==> config.mk <==
export PLATFORM = sky130hd
export DESIGN_NAME = vcxo_pll_controller
export DESIGN_NICKNAME = d
export VERILOG_FILES = /design/src/rtl/vcxo_pll_pkg.sv /design/src/rtl/vcxo_sd_modulator.sv /design/src/rtl/vcxo_pll_controller.sv
export SDC_FILE = /design/constraint.sdc
export NUM_CORES = 1
export LEC_CHECK = 0
export ABC_AREA = 1
export CAP_MARGIN = 30
export CELL_PAD_IN_SITES_DETAIL_PLACEMENT = 0
export CELL_PAD_IN_SITES_GLOBAL_PLACEMENT = 1
export CORE_MARGIN = 5
export CORE_UTILIZATION = 35
export DETAILED_ROUTE_END_ITERATION = 10
export PLACE_DENSITY_LB_ADDON = 0.1
export SLEW_MARGIN = 20
export SYNTH_ARGS = -nofsm -noshare
export SYNTH_HDL_FRONTEND = slang
export SYNTH_SLANG_ARGS = --single-unit
==> constraint.sdc <==
create_clock -name clk_in -period 14.1 [get_ports clk_in]
set_clock_uncertainty 0.2 [all_clocks]
set_input_delay 2.82 -clock clk_in [delete_from_list [all_inputs] [get_ports clk_in]]
set_output_delay 2.82 -clock clk_in [all_outputs]
set_load 0.05 [all_outputs]
==> src/rtl/vcxo_pll_pkg.sv <==
// Shared types and default constants for the VCXO frequency-lock loop.
// The defaults describe a 10 MHz-class reference gating a 100 MHz-class VCXO.
package vcxo_pll_pkg;

  typedef enum logic [1:0] {
    ARM    = 2'd0,
    GATE   = 2'd1,
    CALC   = 2'd2,
    UPDATE = 2'd3
  } pll_state_t;

  localparam int CNT_W_DEF         = 32;
  localparam int REF_TICKS_DEF     = 1228800;
  localparam int NOMINAL_COUNT_DEF = 12288000;
  localparam int DAC_W_DEF         = 16;
  localparam int DAC_MIN_DEF       = 1;
  localparam int DAC_MAX_DEF       = 40000;
  localparam int DAC_INIT_DEF      = 20000;
  localparam int DEADBAND_DEF      = 10;
  localparam int KP_SHIFT_DEF      = 0;
  localparam int LOCK_THRESH_DEF   = 2;
  localparam int LOCK_COUNT_DEF    = 4;
  localparam int REF_TIMEOUT_DEF   = 1024;

endpackage

==> src/rtl/vcxo_sd_modulator.sv <==
// First-order sigma-delta: turns the tuning word into a pump bitstream whose
// long-run duty is dac / modulus.
module vcxo_sd_modulator #(
  parameter int DAC_W = 16
) (
  input  logic             clk_in,
  input  logic             reset_in,
  input  logic [DAC_W-1:0] dac,
  input  logic [DAC_W-1:0] modulus,
  output logic             pump
);

  logic [DAC_W:0] acc_reg;
  logic [DAC_W:0] sum;

  // acc stays below modulus, so one spare bit holds the sum
  assign sum = acc_reg + {1'b0, dac};

  always_ff @(posedge clk_in or posedge reset_in) begin
    if (reset_in) begin
      acc_reg <= '0;
      pump    <= 1'b0;
    end else if (sum >= {1'b0, modulus}) begin
      acc_reg <= sum - {1'b0, modulus};
      pump    <= 1'b1;
    end else begin
      acc_reg <= sum;
      pump    <= 1'b0;
    end
  end

endmodule

==> src/rtl/vcxo_pll_controller.sv <==
// Frequency-lock loop: counts VCXO cycles over a reference-timed gate, turns the
// count error into a clamped DAC correction and tracks lock / reference loss.
module vcxo_pll_controller
  import vcxo_pll_pkg::*;
#(
  parameter int CNT_W         = CNT_W_DEF,
  parameter int REF_TICKS     = REF_TICKS_DEF,
  parameter int NOMINAL_COUNT = NOMINAL_COUNT_DEF,
  parameter int DAC_W         = DAC_W_DEF,
  parameter int DAC_MIN       = DAC_MIN_DEF,
  parameter int DAC_MAX       = DAC_MAX_DEF,
  parameter int DAC_INIT      = DAC_INIT_DEF,
  parameter int DEADBAND      = DEADBAND_DEF,
  parameter int KP_SHIFT      = KP_SHIFT_DEF,
  parameter int LOCK_THRESH   = LOCK_THRESH_DEF,
  parameter int LOCK_COUNT    = LOCK_COUNT_DEF,
  parameter int REF_TIMEOUT   = REF_TIMEOUT_DEF
) (
  input  logic                    clk_in,
  input  logic                    reset_in,
  input  logic                    tcxo_in,
  input  logic                    tx_in,
  input  logic signed [15:0]      correction_in,
  output logic signed [CNT_W-1:0] freq_error,
  output logic                    err_valid,
  output logic [DAC_W-1:0]        dac_out,
  output logic                    pump,
  output logic                    locked,
  output logic                    ref_lost
);

  localparam int EXT_W  = CNT_W + 1;
  localparam int EDGE_W = $clog2(REF_TICKS + 1);
  localparam int TO_W   = $clog2(REF_TIMEOUT + 1);
  localparam int RUN_W  = $clog2(LOCK_COUNT + 1);

  pll_state_t state_reg, state_next;

  logic [2:0]              sync_reg;      // [1:0] synchroniser, [2] edge history
  logic [CNT_W-1:0]        clk_cnt_reg;
  logic [CNT_W-1:0]        count_reg;
  logic [EDGE_W-1:0]       edge_cnt_reg;
  logic [TO_W-1:0]         to_cnt_reg;
  logic [RUN_W-1:0]        run_cnt_reg;
  logic signed [CNT_W-1:0] err_reg;
  logic [DAC_W-1:0]        dac_rx_reg, dac_tx_reg;
  logic                    tx_prev_reg, tx_seeded_reg;

  logic ref_edge, gate_close, tx_change, timeout_hit, abort, clk_full;
  logic signed [CNT_W-1:0] corr_ext, err_calc;
  logic signed [EXT_W-1:0] err_ext, mag, dac_ext, new_val;
  logic [DAC_W-1:0]        dac_new;

  assign ref_edge    = sync_reg[1] & ~sync_reg[2];
  assign gate_close  = (state_reg != ARM) && ref_edge && (edge_cnt_reg == EDGE_W'(REF_TICKS - 1));
  assign tx_change   = tx_in != tx_prev_reg;
  assign timeout_hit = !ref_edge && (to_cnt_reg == TO_W'(REF_TIMEOUT - 1));
  assign abort       = tx_change || timeout_hit;
  assign clk_full    = &clk_cnt_reg;

  // Until TX has been seeded, the RX word is the one actually in use.
  assign dac_out = (tx_in && tx_seeded_reg) ? dac_tx_reg : dac_rx_reg;

  always_ff @(posedge clk_in or posedge reset_in) begin
    if (reset_in) begin
      state_reg <= ARM;
      sync_reg  <= '0;
    end else begin
      state_reg <= state_next;
      sync_reg  <= {sync_reg[1:0], tcxo_in};
    end
  end

  always_comb begin
    state_next = state_reg;
    if (abort) begin
      state_next = ARM;
    end else begin
      case (state_reg)
        ARM:     if (ref_edge) state_next = GATE;
        GATE:    if (gate_close) state_next = CALC;
        CALC:    state_next = UPDATE;
        UPDATE:  state_next = gate_close ? CALC : GATE;
        default: state_next = ARM;
      endcase
    end
  end

  // The closing edge also opens the next gate, so counting never pauses.
  always_ff @(posedge clk_in or posedge reset_in) begin
    if (reset_in) begin
      clk_cnt_reg  <= '0;
      edge_cnt_reg <= '0;
      count_reg    <= '0;
    end else if (state_reg == ARM) begin
      if (ref_edge) begin
        clk_cnt_reg  <= '0;
        edge_cnt_reg <= '0;
      end
    end else if (gate_close) begin
      count_reg    <= clk_full ? clk_cnt_reg : clk_cnt_reg + CNT_W'(1);
      clk_cnt_reg  <= '0;
      edge_cnt_reg <= '0;
    end else begin
      if (!clk_full) clk_cnt_reg <= clk_cnt_reg + CNT_W'(1);
      if (ref_edge) edge_cnt_reg <= edge_cnt_reg + EDGE_W'(1);
    end
  end

  assign corr_ext = {{(CNT_W - 16){correction_in[15]}}, correction_in};
  assign err_calc = $signed(count_reg) - $signed(CNT_W'(NOMINAL_COUNT)) + corr_ext;

  // One spare bit keeps dac - err and |err| free of overflow before clamping.
  always_comb begin
    err_ext = $signed({err_reg[CNT_W-1], err_reg});
    mag     = err_ext[EXT_W-1] ? -err_ext : err_ext;
    dac_ext = $signed({{(EXT_W - DAC_W){1'b0}}, dac_out});
    new_val = dac_ext;
    if (mag > EXT_W'(DEADBAND))
      new_val = dac_ext - (err_ext >>> KP_SHIFT);
    else if (err_ext[EXT_W-1])
      new_val = dac_ext + EXT_W'(1);
    else if (err_ext != '0)
      new_val = dac_ext - EXT_W'(1);
    if (new_val < EXT_W'(DAC_MIN))
      dac_new = DAC_W'(DAC_MIN);
    else if (new_val > EXT_W'(DAC_MAX))
      dac_new = DAC_W'(DAC_MAX);
    else
      dac_new = new_val[DAC_W-1:0];
  end

  always_ff @(posedge clk_in or posedge reset_in) begin
    if (reset_in) begin
      freq_error    <= '0;
      err_reg       <= '0;
      err_valid     <= 1'b0;
      locked        <= 1'b0;
      ref_lost      <= 1'b0;
      run_cnt_reg   <= '0;
      to_cnt_reg    <= '0;
      dac_rx_reg    <= DAC_W'(DAC_INIT);
      dac_tx_reg    <= DAC_W'(DAC_INIT);
      tx_prev_reg   <= 1'b0;
      tx_seeded_reg <= 1'b0;
    end else begin
      err_valid   <= 1'b0;
      tx_prev_reg <= tx_in;
      if (ref_edge)
        to_cnt_reg <= '0;
      else if (to_cnt_reg != TO_W'(REF_TIMEOUT))
        to_cnt_reg <= to_cnt_reg + TO_W'(1);
      if (ref_edge)
        ref_lost <= 1'b0;
      else if (timeout_hit)
        ref_lost <= 1'b1;

      if (tx_change) begin
        locked      <= 1'b0;
        run_cnt_reg <= '0;
        if (tx_in && !tx_seeded_reg) begin
          dac_tx_reg    <= dac_rx_reg;
          tx_seeded_reg <= 1'b1;
        end
      end else if (timeout_hit) begin
        locked      <= 1'b0;
        run_cnt_reg <= '0;
      end else if (state_reg == CALC) begin
        freq_error <= err_calc;
        err_reg    <= err_calc;
        err_valid  <= 1'b1;
      end else if (state_reg == UPDATE) begin
        if (tx_in) dac_tx_reg <= dac_new;
        else       dac_rx_reg <= dac_new;
        if (mag <= EXT_W'(LOCK_THRESH)) begin
          if (run_cnt_reg == RUN_W'(LOCK_COUNT - 1)) locked <= 1'b1;
          else run_cnt_reg <= run_cnt_reg + RUN_W'(1);
        end else begin
          locked      <= 1'b0;
          run_cnt_reg <= '0;
        end
      end
    end
  end

  vcxo_sd_modulator #(
    .DAC_W (DAC_W)
  ) u_modulator (
    .clk_in   (clk_in),
    .reset_in (reset_in),
    .dac      (dac_out),
    .modulus  (DAC_W'(DAC_MAX)),
    .pump     (pump)
  );

endmodule

# Yosys cells after proc, flatten, opt, wreduce, memory -nomap -nowiden

Index checks and enable logic that the tools add are counted.

Add/subtract/negate cells: 12
Multipliers: 0
Divide/modulo/power cells: 0
Order comparisons: 5
Equal/unequal tests: 17
Shift-type cells: 0
Multiplexer cells: 47
Bitwise gates (word level): 7
Reductions and logical operators: 27

Operators by type and width:

| kind                     | number |
|---|---|
| $mux W16                 | 9 |
| $mux W33                 | 4 |
| $mux W32                 | 4 |
| $mux W21                 | 4 |
| $gt A33 B17 Y1 const B   | 1 |
| $gt A33 B5 Y1 const B    | 1 |
| $le A33 B3 Y1 const B    | 1 |
| $lt A33 B2 Y1 const B    | 1 |
| $neg A32 Y33             | 1 |
| $reduce_bool A33 Y1      | 1 |
| $sub A17 B32 Y33         | 1 |
| $add A32 B1 Y32 const B  | 1 |
| $add A32 B16 Y32         | 1 |
| $reduce_and A32 Y1       | 1 |
| $sub A32 B25 Y32 const B | 1 |
| $mux W11                 | 2 |
| $add A21 B1 Y21 const B  | 1 |
| $eq A21 B21 Y1 const B   | 1 |
| $mux W3                  | 6 |
| $add A16 B1 Y17 const B  | 1 |
| $add A17 B16 Y17         | 1 |
| $ge A17 B16 Y1 const B   | 1 |
| $mux W17                 | 1 |
| $sub A16 B1 Y17 const B  | 1 |
| 28 further kinds         | 68 |

Register bits after elaboration: 191
Latch bits: 0
Bits in writable memories: 0
ROM bits: 0
Bits of input ports: 20
Output and inout port bits: 52
Logic and storage cells: 132
Memories: 0

# Depth between registers and ports, before layout

Gate-level depths: netlist (run 1).

Depth after elaboration: 14
Mapped depth: 30
Mapped depth without buffers: 29

# By module

Synthesis (run 1) repeated with hierarchy kept, for this count alone.

Cell total of the unflattened synthesis: 2521
Area total of the unflattened synthesis: 16620.9 um^2

Modules (own cells, without submodules):

| module              | times used | cells each | area an instance (um^2) | sequential area each (um^2) |
|---|---|---|---|---|
| vcxo_pll_controller | 1          | 2074       | 13939.6                 | 4341.7 |
| vcxo_sd_modulator   | 1          | 447        | 2681.3                  | 450.4 |

# Worst setup path before layout (run 1)

OpenSTA, ideal clock, no wires.

Path kind: in2reg
Start: in tx_in
End: reg dac_tx_reg[6]
Setup time: 0.117 ns
Data arrival time: 7.286 ns
Required time: 13.783 ns
Path slack: 6.497 ns
Stages on the path: 24
Buffers on the path: 1
Cells stage by stage: nand2_1 o21ai_0 inv_1 fa_1 nand3b_1 a21oi_1 nor2_1 o21ai_0 nand2_1 nand2_1 nand2_1 nor3_1 nand3_1 nand2_1 nand2_1 nor3_2 nand3_1 nor2_2 nor2_4 buf_8 nand2_2 nand2_1 nand2_1 nand2_1

Longest elaborated chain between the ends: 14
Elaborated cells between the ends (all ways): 25
Those cells by class: add/sub (3); order compare (2); eq/ne (4); mux (11); reduce/logical (5)

RTL lines:

| element               | line                       | source |
|---|---|---|
| start, declared       | vcxo_pll_controller.sv:22  | `input logic tx_in,` |
| $logic_and A1 B1 Y1 * | vcxo_pll_controller.sv:62  | `assign dac_out = (tx_in && tx_seeded_reg) ? dac_tx_reg : dac_rx_reg;` |
| $mux W16 *            | vcxo_pll_controller.sv:62  |  |
| named net dac_out[1]  | vcxo_pll_controller.sv:26  | `output logic [DAC_W-1:0] dac_out,` |
| $sub A16 B1 Y17       | vcxo_pll_controller.sv:124 | `new_val = dac_ext - EXT_W'(1);` |
| $mux W33              | vcxo_pll_controller.sv:123 | `else if (err_ext != '0)` |
| $mux W33              | vcxo_pll_controller.sv:121 | `else if (err_ext[EXT_W-1])` |
| $mux W33 *            | vcxo_pll_controller.sv:119 | `if (mag > EXT_W'(DEADBAND))` |
| $gt A33 B17 Y1        | vcxo_pll_controller.sv:127 | `else if (new_val > EXT_W'(DAC_MAX))` |
| $mux W16              | vcxo_pll_controller.sv:127 |  |
| $mux W16 *            | vcxo_pll_controller.sv:125 | `if (new_val < EXT_W'(DAC_MIN))` |
| $mux W16 *            | vcxo_pll_controller.sv:173 | `if (tx_in) dac_tx_reg <= dac_new;` |
| $mux W16 *            | vcxo_pll_controller.sv:172 | `end else if (state_reg == UPDATE) begin` |
| $mux W16 *            | vcxo_pll_controller.sv:168 | `end else if (state_reg == CALC) begin` |
| $mux W16 *            | vcxo_pll_controller.sv:165 | `end else if (timeout_hit) begin` |
| $mux W16 *            | vcxo_pll_controller.sv:158 | `if (tx_change) begin` |
| end signal, assigned  | vcxo_pll_controller.sv:143 | `dac_tx_reg <= DAC_W'(DAC_INIT);` |
| end signal, assigned  | vcxo_pll_controller.sv:162 | `dac_tx_reg <= dac_rx_reg;` |
| end signal, assigned  | vcxo_pll_controller.sv:173 |  |
| end, declared         | vcxo_pll_controller.sv:46  | `logic [DAC_W-1:0] dac_rx_reg, dac_tx_reg;` |

The timed path passes the listed nets; every way through them passes the cells marked *. The select of a mux whose other input is x is not followed.
A chain may end at the register's enable or synchronous reset.

# Final worst setup path (run 1)

Start: in tx_in
End: out dac_out[8]

Longest elaborated chain between the ends: 2

RTL lines:

| element             | line |
|---|---|
| $logic_and A1 B1 Y1 | vcxo_pll_controller.sv:62 |
| $mux W16            | vcxo_pll_controller.sv:62 |
| end, declared       | vcxo_pll_controller.sv:26 |

No other way between the ends.

==> flow_summary_export.csv, run 1 <==
group,metric,value,unit
placement,placed_area,16750,um2
clocking,clockRootBuffer,"clkbuf_16",
sta,maxSlewHeadroom,45.35,%
worst_hold_path,hold_class,"reg -> reg",
sta,period_needed,8.397,ns
setup_path,cpMostUsedCell,"clkdlybuf4s50_1",
routing,vias_per_cell,5.074,
final_layout,final_common_cell,"nand2_1",
setup_path,required,11.08,ns
routing,drt_iter0_drc,848,
clocking,hold_buffers,0,
sta,tightest_slew,0.8189,ns
sta,fmax,119.1,MHz
sta,post-route-period-util,59.55,%
routing,vias,14790,
routing,wirelength,49.95,mm
clocking,clock_path_buffers,2,
placement,gp_congestion,0.9305,
synthesis,synth_cells,2257,
global_routing,grt_pass1_wl,78.93,mm
final_layout,area_growth,12.89,%
setup_path,r2r-start,"tx_seeded_reg",
floorplanning,die_x,220.2,um
clocking,post_cts_buffers,0,
setup_path,crit_path_end_kind,"output port",
synthesis,synth_area,15460,um2
status,status,"completed",
setup_path,cpPeakStageDelay,0.78,ns
synthesis,synth-edff-count,0,
sta,rsz0062_at_grt,"no",
synthesis,ys_warn_count,0,
final_layout,fin_area,17450,um2
floorplanning,num_rows,77,
routing,drt_pass1_iterations,5,
clocking,post_cts_resized,0,
setup_path,crit_start,"tx_in",
clocking,cts_buffers,17,
floorplanning,die_h,220.2,um
setup_path,crit_chain,"clkdlybuf4s50_1 -> nand2_1 -> buf_8 -> o21ai_0 -> inv_1 -> clkdlybuf4s50_1",
synthesis,netlist-cell-type-count,55,
synthesis,synthFlopType,"dfrtp_1",
global_routing,grt_max_degree,123,
placement,place_hpwl,39.02,mm
routing,drc,0,
final_layout,nNetsFinal,2438,
setup_path,crit_fanout,24,
pwr,vdd_drop_max,0.1540,mV
final_layout,nFillCells,4784,
synthesis,synth.area.top_cells,"dfrtp_1 29%, nand2_1 14%, ha_1 8.5%",
synthesis,syn-num-nets,2385,
routing,detail-route-antenna-nets,0,
synthesis,yosysSeqAreaShare,31.00,%
setup_path,start_kind,"primary input",
sta,whs,0.1592,ns
setup_path,path_class,"in -> out",
synthesis,async_reset_ff_share,100.0,%
clocking,cts_tree,"yes",
setup_path,critPathBufInv,4,
synthesis,synth_seq_cells,191,
placement,io_buffers,71,
clocking,htreeDepth,4,
global_routing,grt.total_usage,20.77,%
synthesis,syn_area_per_cell,6.850,um2
sta,finalHoldViolCount,0,
synthesis,yosys.area.top_type,"dfrtp_1",
setup_path,worstPathArrival,5.38,ns
final_layout,layout-drive-gt1-share,4.910,%
floorplanning,die-area,48470,um2
sta,final-setup-viol-count,0,
floorplanning,pin_count,72,
setup_path,cp_slowest_cell,"clkdlybuf4s50_1",
final_layout,diodes,0,
routing,wl_per_cell,17.14,um
worst_hold_path,hold_path.startpoint,"sync_reg[0]",
clocking,cts.sinks,191,
floorplanning,start_util,35.19,%
floorplanning,core_region_area,43930,um2
sta,finalSetupTns,0,ns
run,maxCapViolCount,0,
setup_path,rrSetupSlack,8.94,ns
synthesis,synthDominantCellAreaShare,29.30,%
clocking,worst_skew_pair.late_latency,0.49,ns
setup_path,crit_family,"buffers and inverters",
pwr,power_density,246.5,nW/um2
global_routing,grt_pass1_vias,14180,
pwr,power_leakage,8.266,nW
global_routing,antenna_found_initial,0,
global_routing,grt_overflow,0,
final_layout,final_cell_mix,"593 x nand2_1, 292 x inv_1, 198 x nor2_1, 180 x dfrtp_1, 173 x nand3_1",
sta,maxSlewViolCount,0,
clocking,clk_pin_slew,0.08,ns
-- final timing paths --
kind / endpoint / depth (start not counted)
setup / recovery: dac_out[8] / 6
hold / removal: sync_reg[1] / 0
setup reg to reg: u_modulator.acc_reg[12] / 20
hold reg to reg: sync_reg[1] / 0
max in group asynchronous: dac_tx_reg[10] / 5
min in group asynchronous: sync_reg[2] / 2
-- final cells by class --
class,count,area (um2),share of cell area [%]
multi-input combinational,1708,9259,53.05
sequential,191,4793,27.46
inverter,306,1156,6.624
timing repair buffer,86,918.4,5.262
tap,592,740.7,4.244
clock buffer,20,436.7,2.502
clock inverter,11,148.9,0.8531
-- through the flow --
stage	total power, mW	utilization (%)	cells	worst slack [ns]
2_1_floorplan	2.935	-	2257	5.898
3_3_place_gp	3.791	38.08	2877	5.482
3_5_place_dp	3.774	38.14	2878	5.336
4_1_cts	4.312	39.47	2909	5.333
5_1_grt	4.674	39.73	2914	5.538
6_report	4.303	39.73	2914	5.703
-- power breakdown --
group	internal (mW)	switching [mW]	total, mW	leakage (nW)
Sequential	0.701	0.163	0.864	2.46
Clock	0.266	0.242	0.507	0.278
Combinational	0.930	2.00	2.93	5.53
-- layer usage --
layer  vias up  GRT usage [%]  wire, um
li1       7502              -         -
met1      6958          28.91     23620
met2       281          34.11     23490
met3        46          2.928      1946
met4         0          5.492       890
met5         -              0         0
-- cells in the mapped netlist, drive strengths merged, types with 3 or more instances --
master and count:
o21a 7, nand2 607, nand4 29, clkbuf 32, nand3 185, nand3b 10, xnor2 21, fa 3
o211ai 3, inv 300, a21oi 94, buf 20, mux2i 11, a21o 3, or2 10, nor2 210
clkinv 6, o21ai 183, dfrtp 181, ha 105, a22o 3, nor4 18, nor3 55, o21bai 7
xor2 85, o22ai 32, dfstp 10, a31oi 10
-- kinds of logic (layout without fill, tap and decap cells) --
logic type,count (synthesis),after routing,share of synthesized area [%]
buffers and inverters,358,423,9.137
adders and majority gates,108,108,8.886
DFF,191,191,31.00
and+or+nand+nor,1131,1131,31.85
muxes,11,11,0.7122
AOI/OAI and AO/OA,352,352,12.42
xor gates and xnor gates,106,106,6.005
Note: power is estimated with default switching activity, not from simulation.
==> run 2: changes to the inputs <==
clock period = 8.1 ns   (was 14.1 ns; I/O delays follow)
==> flow_summary_export.csv, run 2 (same netlist as run 1, synthesis figures left out) <==
group,metric,value,unit
setup_path,crit_fanout,16,
status,status,"completed",
clocking,clock_path_buffers,2,
sta,final-setup-viol-count,0,
setup_path,worstPathArrival,6.87,ns
setup_path,path_class,"in -> reg",
clocking,worst_skew_pair.late_latency,0.50,ns
clocking,cts_buffers,17,
final_layout,nNetsFinal,2444,
floorplanning,start_util,35.19,%
final_layout,diodes,0,
setup_path,cp_slowest_cell,"clkdlybuf4s50_1",
setup_path,r2r.worst_path.cells,26,
routing,met3WireLength,1.943,mm
worst_hold_path,hold_class,"reg -> reg",
sta,rsz0062_at_grt,"no",
sta,fmax,149.7,MHz
setup_path,cpPeakStageDelay,0.57,ns
global_routing,grt_pass1_wl,78.06,mm
clocking,clk_pin_slew,0.07,ns
clocking,clockRootBuffer,"clkbuf_16",
routing,vias_per_cell,5.023,
clocking,htreeDepth,4,
routing,routedLengthMet1,23.44,mm
final_layout,area_growth,12.89,%
placement,gp_congestion,0.8945,
final_layout,final_cell_mix,"593 x nand2_1, 292 x inv_1, 197 x nor2_1, 180 x dfrtp_1, 173 x nand3_1",
worst_hold_path,holdPathStages,0,
routing,drt_iter0_drc,1031,
final_layout,final_common_cell,"nand2_1",
floorplanning,die-area,48470,um2
floorplanning,pin_count,72,
pwr,power_leakage,8.289,nW
routing,wirelength,49.30,mm
sta,maxSlewHeadroom,45.33,%
placement,place_hpwl,38.77,mm
final_layout,layout-drive-gt1-share,5.281,%
placement,io_buffers,71,
sta,whs,0.1491,ns
sta,tightest_slew,0.8181,ns
floorplanning,core_region_area,43930,um2
global_routing,grt.total_usage,20.51,%
clocking,hold_buffers,0,
clocking,cts.sinks,191,
sta,post-route-period-util,82.48,%
global_routing,antenna_found_initial,0,
run,maxCapViolCount,0,
routing,detail-route-antenna-nets,0,
setup_path,cpMostUsedCell,"nand2_1",
pwr,power_density,429.8,nW/um2
setup_path,crit_path_end_kind,"flip-flop",
sta,finalSetupTns,0,ns
global_routing,grt_overflow,0,
routing,route.met2.wl,22.81,mm
sta,maxSlewViolCount,0,
clocking,post_cts_buffers,0,
floorplanning,die_h,220.2,um
floorplanning,num_rows,77,
setup_path,required,8.29,ns
floorplanning,die_x,220.2,um
routing,vias,14670,
routing,drc,0,
routing,highest_layer,"met4",
setup_path,start_kind,"primary input",
sta,finalHoldViolCount,0,
global_routing,grt_max_degree,72,
global_routing,grt_pass1_vias,14080,
sta,period_needed,6.681,ns
clocking,cts_tree,"yes",
clocking,post_cts_resized,0,
routing,drt_pass1_iterations,5,
routing,wl_per_cell,16.88,um
pwr,vdd_drop_max,0.2238,mV
## run 2: routing by layer
metal	vias to the layer above	track usage (%)
li1	7512	-
met5	-	0
met4	0	6.262
met1	6835	28.46
met3	60	3.188
met2	266	33.13
## run 2: layout make-up
| type | instances | area (um2) |
|---|---|---|
| multi-input cells | 1708 | 9261 |
| inverters | 306 | 1156 |
| flip-flops and latches | 191 | 4793 |
| fillers | 4809 | 26480 |
| repair buffers | 92 | 895.9 |
| well taps | 592 | 740.7 |
| clock buffers | 20 | 446.7 |
| clock inverters | 12 | 158.9 |
## run 2: final timing paths
kind / startpoint / end / slack (ns)
setup / recovery: tx_in / dac_tx_reg[6] / 1.42
hold / removal: sync_reg[0] / sync_reg[1] / 0.15
setup reg to reg: tx_seeded_reg / dac_tx_reg[6] / 2.71
hold reg to reg: sync_reg[0] / sync_reg[1] / 0.15
max in group asynchronous: reset_in / err_reg[31] / 5.16
min in group asynchronous: reset_in / clk_cnt_reg[4] / 1.38
## run 2: critical path, delay by kind of cell
family	cells	cell delay, ns
buffers and inverters	4	1.26
AO/OA/AOI/OAI	2	1.01
AND/OR/NAND/NOR	20	2.52
adder cells (fa/ha/maj)	1	0.43
## run 2: report_power, final
part           internal, mW  leakage [nW]  switching [mW]
clock network         0.496         0.297           0.408
logic                  1.63          5.53            3.46
registers              1.22          2.46           0.282
total                  3.35          8.29            4.15
## run 2: stage by stage
| stage | cell area [um2] | instances | utilization, % | setup slack (ns) | power [mW] |
|---|---|---|---|---|---|
| after floorplan | 15460 | 2257 | - | 1.098 | 5.109 |
| after global placement | 16800 | 2887 | 38.25 | 1.032 | 6.609 |
| after detailed placement | 16850 | 2889 | 38.35 | 0.9619 | 6.595 |
| after CTS | 17450 | 2921 | 39.73 | 1.508 | 7.555 |
| after global routing | 17450 | 2921 | 39.73 | 0.9464 | 8.184 |
| final | 17450 | 2921 | 39.73 | 1.419 | 7.501 |
==> run 3: changes to the inputs <==
clock period = 5.72 ns   (was 8.1 ns; I/O delays follow)
==> flow_summary_export.csv, run 3 (same netlist as run 1, synthesis figures left out) <==
group,metric,value,unit
clocking,clock_path_buffers,2,
final_layout,area_growth,16.99,%
routing,drc,0,
sta,period_needed,5.495,ns
worst_hold_path,hold_class,"reg -> reg",
global_routing,grt_pass1_wl,80.43,mm
global_routing,use_met3,3.092,%
global_routing,grt_overflow,0,
setup_path,crit_fanout,24,
global_routing,use_met2,34.94,%
pwr,power_leakage,8.689,nW
clocking,post_cts_resized,0,
routing,drt_pass1_iterations,5,
status,status,"completed",
floorplanning,die-area,48470,um2
setup_path,worstPathArrival,5.71,ns
setup_path,critPathBufInv,10,
pwr,total_power,11.19,mW
sta,finalHoldViolCount,0,
clocking,cts.sinks,191,
clocking,worst_skew_pair.late_latency,0.48,ns
worst_hold_path,holdPathStages,0,
pwr,power_density,619.0,nW/um2
sta,maxSlewViolCount,0,
final_layout,nNetsFinal,2529,
global_routing,grt_pass1_vias,14530,
global_routing,grt_max_degree,102,
sta,post-route-period-util,96.06,%
setup_path,start_kind,"primary input",
floorplanning,core_region_area,43930,um2
setup_path,reg2reg_to,"dac_tx_reg[7]",
final_layout,final_common_cell,"nand2_1",
clocking,cts_tree,"yes",
global_routing,grt_busiest_layer,"met2",
routing,wirelength,50.32,mm
placement,placed_area,17500,um2
global_routing,grt.total_usage,21.12,%
worst_hold_path,hold-path-endpoint,"sync_reg[1]",
placement,gp_congestion,0.9061,
run,maxCapViolCount,0,
floorplanning,num_rows,77,
clocking,cts_buffers,17,
routing,vias_per_cell,4.968,
clocking,hold_buffers,0,
setup_path,cp_slowest_cell,"clkdlybuf4s50_1",
global_routing,grtUsageMet1,29.53,%
clocking,htreeDepth,4,
global_routing,antenna_found_initial,0,
final_layout,nFillCells,4783,
sta,whs,0.1506,ns
sta,maxSlewHeadroom,38.53,%
placement,place_hpwl,40.35,mm
setup_path,cpPeakStageDelay,0.50,ns
final_layout,utilization,41.17,%
setup_path,path_class,"in -> reg",
final_layout,diodes,0,
floorplanning,die_x,220.2,um
worst_hold_path,hold_path.startpoint,"sync_reg[0]",
setup_path,r2r.worst_path.cells,27,
sta,tightest_slew,0.9198,ns
sta,final-setup-viol-count,0,
routing,detail-route-antenna-nets,0,
setup_path,rrSetupSlack,0.92,ns
setup_path,cpMostUsedCell,"nand2_1",
final_layout,fin_area,18090,um2
routing,vias,14930,
setup_path,required,5.94,ns
final_layout,final_cell_mix,"593 x nand2_1, 292 x inv_1, 198 x nor2_1, 180 x dfrtp_1, 173 x nand3_1",
clocking,post_cts_buffers,0,
clocking,clk_pin_slew,0.07,ns
final_layout,layout-drive-gt1-share,8.699,%
clocking,clockRootBuffer,"clkbuf_16",
sta,rsz0062_at_grt,"no",
setup_path,r2r-start,"err_reg[1]",
routing,drt_iter0_drc,824,
floorplanning,pin_count,72,
placement,io_buffers,71,
setup_path,crit_path_end_kind,"flip-flop",
pwr,vdd_drop_max,0.3322,mV
floorplanning,start_util,35.19,%
setup_path,crit_family,"simple AND/OR/NAND/NOR gates",
routing,wl_per_cell,16.74,um
sta,fmax,182.0,MHz
floorplanning,die_h,220.2,um
==> run 3: changes by cell type in the layout (fill, tap and decap cells not counted), moves of 2 or more <==
| cell | delta |
|---|---|
| buf_4 | +84 |
| buf_12 | +4 |
| clkinvlp_4 | +3 |
| bufinv_16 | -2 |
| clkbuf_1 | -2 |
| clkinv_4 | -2 |
| inv_6 | +2 |
==> run 3: routing by layer <==
| metal | wire length, um | vias to the layer above |
|---|---|---|
| met1 | 24350 | 6970 |
| li1 | - | 7677 |
| met2 | 23510 | 246 |
| met3 | 1760 | 41 |
| met5 | 0 | - |
| met4 | 701 | 0 |
==> run 3: layout make-up <==
class	count	area [um2]	area share, %
Inverter	306	1152	6.372
Multi-Input combinational cell	1708	9259	51.19
Tap cell	592	740.7	4.095
Timing Repair Buffer	177	1554	8.592
Clock inverter	14	147.6	0.8163
Sequential cell	191	4793	26.50
Clock buffer	18	439.2	2.428
==> run 3: how the worst max path moves through the flow <==
stage               start            end  slack [ns]  cells after the start
CTS                 tx_in  dac_tx_reg[7]        0.28                     30
finish              tx_in  dac_tx_reg[7]        0.23                     32
floorplan           tx_in  dac_tx_reg[6]        0.43                     24
global placement    tx_in  dac_tx_reg[2]       -0.21                     29
detailed placement  tx_in  dac_tx_reg[7]       -0.22                     30
global route        tx_in  dac_tx_reg[1]        0.02                     31
==> run 3: metrics by stage <==
stage | setup slack, ns | TNS, ns | cells
after floorplan | 0.4292 | 0 | 2257
after global placement | -0.2068 | -5.247 | 2973
after detailed placement | -0.2150 | -5.126 | 2974
after CTS | 0.2842 | 0 | 3006
after global routing | 0.01992 | 0 | 3006
final | 0.2254 | 0 | 3006
==> run 3: report_power, final <==
group,total [mW],switching (mW),internal [mW]
Clock,1.23,0.605,0.627
Sequential,2.12,0.394,1.73
Combinational,7.84,5.03,2.81
Total,11.2,6.03,5.17
